`config.mk`:
```
export PLATFORM = sky130hd
export DESIGN_NAME = mix_columns_iter_flat
export DESIGN_NICKNAME = d
export VERILOG_FILES = /design/src/rtl/mix_columns_iter_if.sv /design/src/rtl/mix_columns_iter.sv /design/src/flat_wrapper.sv
export SDC_FILE = /design/constraint.sdc
export NUM_CORES = 1
export LEC_CHECK = 0
export ABC_AREA = 1
export BUFFER_PORTS_ARGS = -buffer_cell sky130_fd_sc_hd__buf_2
export CORE_UTILIZATION = 35
export CTS_CLUSTER_DIAMETER = 80
export DETAILED_ROUTE_END_ITERATION = 10
export SLEW_MARGIN = 20
export SYNTH_ARGS = -nofsm -noshare
export SYNTH_HDL_FRONTEND = slang
export SYNTH_SLANG_ARGS = --single-unit
```
`constraint.sdc`:
```
create_clock -name clk -period 1.89 [get_ports clk]
set_input_delay 0.2835 -clock clk [delete_from_list [all_inputs] [get_ports clk]]
set_output_delay 0.2835 -clock clk [all_outputs]
set_load 0.005 [all_outputs]
```
`src/rtl/mix_columns_iter_if.sv`:
```
// Stream handshake bundle for the iterative column-mixing layer.
// The slave modport is the block's view; the master modport is the producer/consumer side.
interface mix_columns_iter_if #(
   parameter int W = 64
);
   logic         in_valid;
   logic         in_ready;
   logic [W-1:0] in_data;
   logic         in_bypass;
   logic         out_valid;
   logic         out_ready;
   logic [W-1:0] out_data;
   logic         busy;

   modport slave (
      input  in_valid, in_data, in_bypass, out_ready,
      output in_ready, out_valid, out_data, busy
   );

   modport master (
      output in_valid, in_data, in_bypass, out_ready,
      input  in_ready, out_valid, out_data, busy
   );
endinterface

```
`src/rtl/mix_columns_iter.sv`:
```
// Iterative involutive column mix: each output cell is the XOR of the other three cells
// in its column, processed COLS_PER_CYCLE columns per clock.
//
// state  | meaning
// S_IDLE | waiting for a word, in_ready=1
// S_BUSY | mixing one column group per cycle
// S_DONE | result presented, in_ready follows out_ready
module mix_columns_iter #(
   parameter int M              = 4,
   parameter int PLANES         = 1,
   parameter int COLS_PER_CYCLE = 1
) (
   input  logic             clk,
   input  logic             rst,
   mix_columns_iter_if.slave bus
);
   localparam int W    = 16 * M * PLANES;
   localparam int NCOL = 4 * PLANES;
   localparam int S    = NCOL / COLS_PER_CYCLE;
   localparam int CW   = (S > 1) ? $clog2(S) : 1;

   if (COLS_PER_CYCLE < 1 || (NCOL % COLS_PER_CYCLE) != 0) begin : g_bad_cols
      $error("COLS_PER_CYCLE must divide 4*PLANES");
   end

   typedef enum logic [1:0] {S_IDLE, S_BUSY, S_DONE} state_t;

   state_t          r_state;
   logic [CW-1:0]   r_cnt;
   logic [W-1:0]    r_data;
   logic            r_out_valid;
   logic            r_busy;

   logic            w_accept;
   logic            w_last;
   logic [W-1:0]    w_mixed;

   assign bus.in_ready  = (r_state == S_IDLE) || ((r_state == S_DONE) && bus.out_ready);
   assign bus.out_valid = r_out_valid;
   assign bus.out_data  = r_data;
   assign bus.busy      = r_busy;

   assign w_accept = bus.in_valid && bus.in_ready;
   assign w_last   = (r_cnt == CW'(S - 1));

   // Every column has its mix prepared; only the active group is written back.
   for (genvar g = 0; g < NCOL; g++) begin : g_col
      localparam int L   = g / 4;
      localparam int C   = g % 4;
      localparam int GRP = g / COLS_PER_CYCLE;
      logic [M-1:0] w_x;
      logic         w_sel;

      assign w_x   = r_data[M*(16*L + C)      +: M] ^ r_data[M*(16*L + 4 + C)  +: M]
                   ^ r_data[M*(16*L + 8 + C)  +: M] ^ r_data[M*(16*L + 12 + C) +: M];
      assign w_sel = (r_cnt == CW'(GRP));

      for (genvar gr = 0; gr < 4; gr++) begin : g_row
         assign w_mixed[M*(16*L + 4*gr + C) +: M] =
            w_sel ? (w_x ^ r_data[M*(16*L + 4*gr + C) +: M]) : r_data[M*(16*L + 4*gr + C) +: M];
      end
   end

   always_ff @(posedge clk) begin
      if (rst) begin
         r_state     <= S_IDLE;
         r_cnt       <= '0;
         r_data      <= '0;
         r_out_valid <= 1'b0;
         r_busy      <= 1'b0;
      end else if (w_accept) begin
         r_data <= bus.in_data;
         r_cnt  <= '0;
         if (bus.in_bypass) begin
            r_state     <= S_DONE;
            r_out_valid <= 1'b1;
            r_busy      <= 1'b0;
         end else begin
            r_state     <= S_BUSY;
            r_out_valid <= 1'b0;
            r_busy      <= 1'b1;
         end
      end else begin
         case (r_state)
            S_BUSY: begin
               r_data <= w_mixed;
               if (w_last) begin
                  r_cnt       <= '0;
                  r_state     <= S_DONE;
                  r_out_valid <= 1'b1;
                  r_busy      <= 1'b0;
               end else begin
                  r_cnt <= r_cnt + CW'(1);
               end
            end
            S_DONE: begin
               if (bus.out_ready) begin
                  r_state     <= S_IDLE;
                  r_out_valid <= 1'b0;
               end
            end
            default: begin
            end
         endcase
      end
   end
endmodule

```
`src/flat_wrapper.sv`:
```
// flat-port wrapper written by rule: the top's interface ports become plain ports
module mix_columns_iter_flat 
#(
   parameter int M              = 4,
   parameter int PLANES         = 1,
   parameter int COLS_PER_CYCLE = 1
)
  (clk, rst, bus_in_valid, bus_in_data, bus_in_bypass, bus_out_ready, bus_in_ready, bus_out_valid, bus_out_data, bus_busy);
  mix_columns_iter_if #(.W(64)) bus_i ();
  input  logic clk;
  input  logic rst;
  input wire logic [$bits(bus_i.in_valid)-1:0] bus_in_valid;
  input wire logic [$bits(bus_i.in_data)-1:0] bus_in_data;
  input wire logic [$bits(bus_i.in_bypass)-1:0] bus_in_bypass;
  input wire logic [$bits(bus_i.out_ready)-1:0] bus_out_ready;
  output wire logic [$bits(bus_i.in_ready)-1:0] bus_in_ready;
  output wire logic [$bits(bus_i.out_valid)-1:0] bus_out_valid;
  output wire logic [$bits(bus_i.out_data)-1:0] bus_out_data;
  output wire logic [$bits(bus_i.busy)-1:0] bus_busy;
  assign bus_i.in_valid = bus_in_valid;
  assign bus_i.in_data = bus_in_data;
  assign bus_i.in_bypass = bus_in_bypass;
  assign bus_i.out_ready = bus_out_ready;
  assign bus_in_ready = bus_i.in_ready;
  assign bus_out_valid = bus_i.out_valid;
  assign bus_out_data = bus_i.out_data;
  assign bus_busy = bus_i.busy;
  mix_columns_iter #(.M(M), .PLANES(PLANES), .COLS_PER_CYCLE(COLS_PER_CYCLE)) u_core (.clk(clk), .rst(rst), .bus(bus_i));
endmodule
```
==> metrics.md, run 1 <==
| Metric | Value |
|---|---|
| Status | `finished, final reports clean` |
| Non-Filler Instances | `1143` |
| Syn Nets | `902` |
| Starting density of the core | `0.362` |
| Dpl cell area | `5670 um^2` |
| Seq/Total Area, Yosys | `0.285` |
| CP Capture Type | `register` |
| Via count of the routed design | `5492` |
| Slew headroom | `0.614` |
| TritonCTS Buffers | `9` |
| Largest cells by area after synthesis | `dfxtp_1 (28%), nand2_1 (25%), nand3_1 (14%)` |
| Worst min path class | `input pin to register` |
| Final #Nets | `1039` |
| Die Wd | `120 um` |
| Worst IR drop on VDD | `0.359 mV` |
| Layout Skew | `6.07 ps` |
| Critical path type | `register to register` |
| Detail Route Antenna Nets | `0` |
| P_leak | `3.13 nW` |
| CTS Hold Bufs | `0` |
| DRT Wirelength | `13500 um` |
| Crit-path max cell delay | `370 ps` |
| CTS tree | `done` |
| Multi-input logic area | `2840 um^2` |
| # clock sinks | `69` |
| Critical Path RT | `2150 ps` |
| GRT Util Overall | `0.193` |
| #FFs+latches synth | `69` |
| CP Cell Sequence | `inv_1, ha_1, inv_1, nand2_2, nand2_4, inv_6, nor2_4, buf_12, buf_4, nand3_1, a21oi_1` |
| Max-Cap Viols | `0` |
| Final slew viol count | `0` |
| Slowest cell on the critical path | `dfxtp_1` |
| Core Box Area | `13400 um^2` |
| Netlist Area Pre-Place | `4850 um^2` |
| Final worst path period need | `1700 ps` |
| Final setup fails | `0` |
| Post-route DRC | `0` |
| Number of global-route vias before repair | `4790` |
| Port Buffers | `135` |
| Layout cells sized above 1 | `0.207` |
| Final Cycle Share | `0.897` |
| Worst-skew pair later-pin latency | `330 ps` |
| Antenna diodes | `0` |
| Crit Path Max Fanout | `17` |
| DR WL/cell | `11.8 um` |
| Most frequent CP cell | `inv_1` |
| Cell Pwr Density | `985 nW/um^2` |
| Synth Area per Inst | `5.87 um^2` |
| Max Clk Rate | `0.590 GHz` |
| Layout Utilization | `0.447` |
| Pin count of the biggest net entering global routing | `45` |
| Final hold violations | `0` |
| # rows | `42` |
| Design area | `5990 um^2` |
| Cell total after placement | `1126` |
| First drt pass iteration count | `5` |
| Worst Hold Slack | `218 ps` |
| Post-Synthesis Cells | `826` |
| First-pass GRT wire length | `22400 um` |
| Distinct cells, synth | `32` |
| Initial antenna violation count | `0` |
| Post-DP HPWL | `10100 um` |
| Layout area overhead | `23.4%` |
| Area share of the largest cell type after synthesis | `0.285` |
| RSZ-0062 raised after global routing | `yes` |
| Syn. warnings | `0` |
| Io pins | `136` |
| DIE HEIGHT | `120 um` |
| Number of fill cells | `1463` |
| Htree depth | `3` |
| Total grt overflow | `0` |
| Via density | `4.80` |
| Startpoint Class | `register` |
| Crit path arrival time | `1950 ps` |
| Worst-Margin Slew | `579 ps` |
| 1st-iter DRT viols | `300` |
| Full die area | `14300 um^2` |
| Register area | `1380 um^2` |
| Pwr Total | `0.00590 W` |
| GP Congestion | `0.824` |
| Cells on worst reg2reg path | `11` |
| CTS max path bufs | `2` |
| Hold depth | `3` |
| Root Buffer | `clkbuf_16` |
| Clock slew at reported path FFs | `50 ps` |
| Post-synth top area cell | `dfxtp_1` |
-- synthesized netlist by cell type --
cell      instances
o211ai_1         10
o221ai_1          2
nand4_1           6
o21ai_1           4
buf_1             2
o21ai_0          20
inv_1           113
buf_4             6
nand2_1         317
clkbuf_1          4
buf_2             5
buf_12            2
nor2_2            2
nand2_4           1
a21oi_2           6
nand3_1         139
a22oi_1           2
buf_6             4
inv_6             1
dfxtp_1          69
ha_1              7
nor2_4            1
xor2_1            4
or2_2             4
a31o_1            1
nor3_1            1
nand2_2           7
o21ai_2           6
a31oi_1          11
nor2_1           33
a21oi_1          28
inv_2             8
-- placed cells by master (no fill, tap or decap), drive strengths merged --
master / count
a21oi: 34
a22oi: 2
a31o: 1
a31oi: 11
buf: 149
clkbuf: 14
clkinv: 1
dfxtp: 69
ha: 7
inv: 122
nand2: 325
nand3: 139
nand4: 6
nor2: 36
nor3: 1
o211ai: 10
o21ai: 30
o221ai: 2
or2: 4
xor2: 4
-- power breakdown --
group	switching (W)	internal, W
clock	0.000632	0.000988
combinational	0.00146	0.000880
sequential	0.000264	0.00167
total	0.00236	0.00354
-- cell type report --
type / count / share of cell area
clock inverter: 1 / 0.000836
inverter: 122 / 0.0773
clock buffer: 14 / 0.0458
tap: 176 / 0.0368
sequential: 69 / 0.231
multi-input combinational: 612 / 0.474
timing repair buffer: 149 / 0.135
-- logic make-up (layout without fill, tap and decap cells) --
family          after synthesis  after routing  synth area share
flops                        69             69             0.285
compound gates               90             90             0.113
buf+inv                     145            286             0.132
simple gates                511            511             0.444
xor+xnor                      4              4           0.00722
fa+ha+maj                     7              7            0.0181
-- path summary, 6_finish.rpt --
check	from	slack [ps]	to
min reg2reg	u_core.r_state[0]	490	u_core.r_state[0]
max	u_core.r_state[1]	190	u_core.bus.out_data[22]
max reg2reg	u_core.r_state[1]	190	u_core.bus.out_data[22]
min	bus_in_data[11]	220	u_core.bus.out_data[11]
-- stage by stage --
| step | worst slack, ps | TNS [ps] |
|---|---|---|
| final | 194 | 0 |
| after floorplan | 351 | 0 |
| after CTS | 128 | 0 |
| after global routing | -20.8 | -28.3 |
| after global placement | 201 | 0 |
| after detailed placement | 123 | 0 |
-- what timing repair did --
action | 4_1_cts | 5_1_grt
resized for setup | 0 | 3
endpoints found under the setup margin | 0 | 12
buffers inserted | 0 | 2
hold endpoints to repair | 0 | 0
-- routing by layer --
metal | share of wire | GRT usage | up-vias
met3 | 0.052 | 0.0328 | 8
met5 | 0 | 0 | -
met4 | 0.0086 | 0.0633 | 0
met2 | 0.46 | 0.313 | 142
met1 | 0.48 | 0.259 | 2441
li1 | - | - | 2901
-- state kept, by name, summed over array words and instances (netlist names) --
register	cells
u_core.r_state	2
u_core.r_cnt	2
u_core.bus.busy	1
u_core.bus.out_data	64
-- worst max-delay path: cells and delay by family, from the launching register on --
| family | cells | cell delay [ps] |
|---|---|---|
| flip-flops | 1 | 370 |
| adder cells (fa/ha/maj) | 1 | 200 |
| AO/OA/AOI/OAI | 1 | 120 |
| AND/OR/NAND/NOR | 4 | 420 |
| buffers and inverters | 5 | 510 |
No activity file was read; power rests on OpenSTA's default activity.
==> run 2, diff against run 1 <==
--- a/config.mk
+++ b/config.mk
@@ -6,10 +6,10 @@
 export NUM_CORES = 1
 export LEC_CHECK = 0
 export ABC_AREA = 1
-export BUFFER_PORTS_ARGS = -buffer_cell sky130_fd_sc_hd__buf_2
 export CORE_UTILIZATION = 35
 export CTS_CLUSTER_DIAMETER = 80
 export DETAILED_ROUTE_END_ITERATION = 10
+export DONT_BUFFER_PORTS = 1
 export SLEW_MARGIN = 20
 export SYNTH_ARGS = -nofsm -noshare
 export SYNTH_HDL_FRONTEND = slang
==> run 2 against run 1 <==
  * Setup slack lost 55 ps
  * Non-clock buffer count decreased by 125
  * Clock skew decreased by 1.8 ps
  * Largest power group unchanged
  * Core utilization shrank 4.6 points
==> metrics.md, run 2 (synthesized netlist as in run 1, its figures left out) <==
| Metric | Value |
|---|---|
| Critical path type | `register to register` |
| TritonCTS Buffers | `9 (unchanged)` |
| 1st-iter DRT viols | `308 (+2.7%)` |
| Htree depth | `3 (unchanged)` |
| Status | `finished, final reports clean` |
| DIE HEIGHT | `120 um (unchanged)` |
| Post-DP HPWL | `10000 um (-0.77%)` |
| Pin count of the biggest net entering global routing | `23 (-49%)` |
| GRT Util Overall | `0.194 (+0.000827)` |
| Final Cycle Share | `0.926 (+0.0291)` |
| Via count of the routed design | `5035 (-8.3%)` |
| Number of fill cells | `1485 (+1.5%)` |
| P_leak | `2.57 nW (-18%)` |
| Max reg flops | `64 (unchanged)` |
| Worst IR drop on VDD | `0.629 mV (+75%)` |
| Die Wd | `120 um (unchanged)` |
| Final slew viol count | `0 (unchanged)` |
| DRT Wirelength | `13800 um (+2.2%)` |
| Clock slew at reported path FFs | `60 ps (about the same)` |
| CTS max path bufs | `2 (unchanged)` |
| GP Congestion | `0.826 (+0.19%)` |
| Final setup margin | `139 ps (-54.9 ps)` |
| Root Buffer | `clkbuf_16` |
| Layout Skew | `4.29 ps (-1.77 ps)` |
| CP Capture Type | `register` |
| # rows | `42 (unchanged)` |
| Max Clk Rate | `0.571 GHz (-3.1%)` |
| Antenna diodes | `0 (unchanged)` |
| FF-to-FF Start | `u_core.r_state[1]` |
| Hold_sp | `rst` |
| Slew headroom | `0.603 (-0.0110)` |
| Critical Path RT | `2160 ps (about the same)` |
| RSZ-0062 raised after global routing | `yes` |
| Max-Cap Viols | `0 (unchanged)` |
| Total grt overflow | `0 (unchanged)` |
| Port Buffers | `0 (-100%)` |
| Pre-CTS setup slack | `125 ps (+2.19 ps)` |
| Setup TNS | `0 ps (unchanged)` |
| Startpoint Class | `register` |
| Worst min path class | `input pin to register` |
| Commonest non-fill, non-tap cells in the layout | `nand2_1 (317), nand3_1 (139), inv_1 (113), dfxtp_1 (69), nor2_1 (33)` |
| Final hold violations | `0 (unchanged)` |
| CTS tree | `done` |
| Core Box Area | `13400 um^2 (unchanged)` |
| Post_cts resized | `0 (unchanged)` |
| Layout Utilization | `0.401 (-0.0458)` |
| First drt pass iteration count | `5 (unchanged)` |
| Crit Path Max Fanout | `16 (-1)` |
| Post-route DRC | `0 (unchanged)` |
| Worst-Margin Slew | `596 ps (+16.5 ps)` |
| # clock sinks | `69 (unchanged)` |
| Number of global-route vias before repair | `4496 (-6.1%)` |
| DR WL/cell | `13.6 um (+15%)` |
| Commonest non-fill, non-tap cell in the layout | `nand2_1` |
| Layout cells sized above 1 | `0.0854 (-0.121)` |
| Final #Nets | `914 (-12%)` |
| Final worst path period need | `1750 ps (+54.9 ps)` |
| Full die area | `14300 um^2 (unchanged)` |
| Starting density of the core | `0.362 (unchanged)` |
| Layout area overhead | `10.7%` |
| First-pass GRT wire length | `22000 um (-1.8%)` |
| R2R setup slack | `140 ps (-50 ps)` |
| Detail Route Antenna Nets | `0 (unchanged)` |
| Final setup fails | `0 (unchanged)` |
| Crit path arrival time | `2020 ps (+70 ps)` |
| Via density | `4.94 (+2.8%)` |
| CP Launch Point | `u_core.r_state[1]` |
| Io pins | `136 (unchanged)` |
| Worst-skew pair later-pin latency | `340 ps (about the same)` |
| Initial antenna violation count | `0 (unchanged)` |
| Cell Pwr Density | `1080 nW/um^2 (+9.4%)` |
[run 2: cell types whose count changed in the layout (fill, tap and decap cells not counted), sizes merged]
cell         delta
bufinv          +1
clkbuf          -3
buf           -128
clkinv          +3
dlygate4sd3     +3
[run 2: path summary, 6_finish.rpt]
path,endpoint,cells after the start
setup / recovery,u_core.bus.out_data[46],10
hold / removal,u_core.bus.out_data[44],1
setup reg to reg,u_core.bus.out_data[46],10
hold reg to reg,u_core.r_state[0],2
[run 2: worst max-delay path: stages, from the launching register on]
cell	delay (ps)
dfxtp_1	380
inv_1	90
ha_1	200
inv_1	60
nand2_2	70
nand2_4	140
inv_6	110
nor2_2	310
buf_4	190
a21oi_1	60
nor2_1	80
[run 2: where the power goes]
group / leakage (nW) / total [W] / internal (W) / switching (W)
combinational: 1.85 / 0.00210 / 0.000735 / 0.00136
clock: 0.149 / 0.00170 / 0.00105 / 0.000654
sequential: 0.568 / 0.00199 / 0.00167 / 0.000319
total: 2.57 / 0.00579 / 0.00345 / 0.00234
[run 2: per-stage QoR]
| stage | hold slack (ps) | power (W) | instances | cell area, um^2 |
|---|---|---|---|---|
| 2_1_floorplan | 449 | 0.00367 | 826 | 4850 |
| 3_3_place_gp | 361 | 0.00408 | 997 | 5030 |
| 3_5_place_dp | 359 | 0.00409 | 997 | 5030 |
| 4_1_cts | 2.98 | 0.00584 | 1015 | 5340 |
| 5_1_grt | 0.422 | 0.00629 | 1019 | 5370 |
| 6_report | 16.8 | 0.00579 | 1019 | 5370 |
[run 2: cell type report]
class                      count  area (um^2)  share of cell area
sequential                    69         1380               0.257
multi-input combinational    612         2830               0.527
clock inverter                 5         50.0             0.00932
inverter                     122          463              0.0862
timing repair buffer          24          185              0.0345
tap                          176          220              0.0410
clock buffer                  11          243              0.0452
[run 2: per-layer routing]
metal  up-vias  part of all wire  global-route usage
met4         0             0.014              0.0594
met1      2229              0.45               0.232
met2       135              0.46               0.321
li1       2659                 -                   -
met5         -                 0                   0
met3        12             0.077              0.0727
[run 2: repair_timing]
action,CTS,global route
setup buffers,0,2
endpoints found under the setup margin,0,6
hold buffers,2,2
hold endpoints to repair,22,7
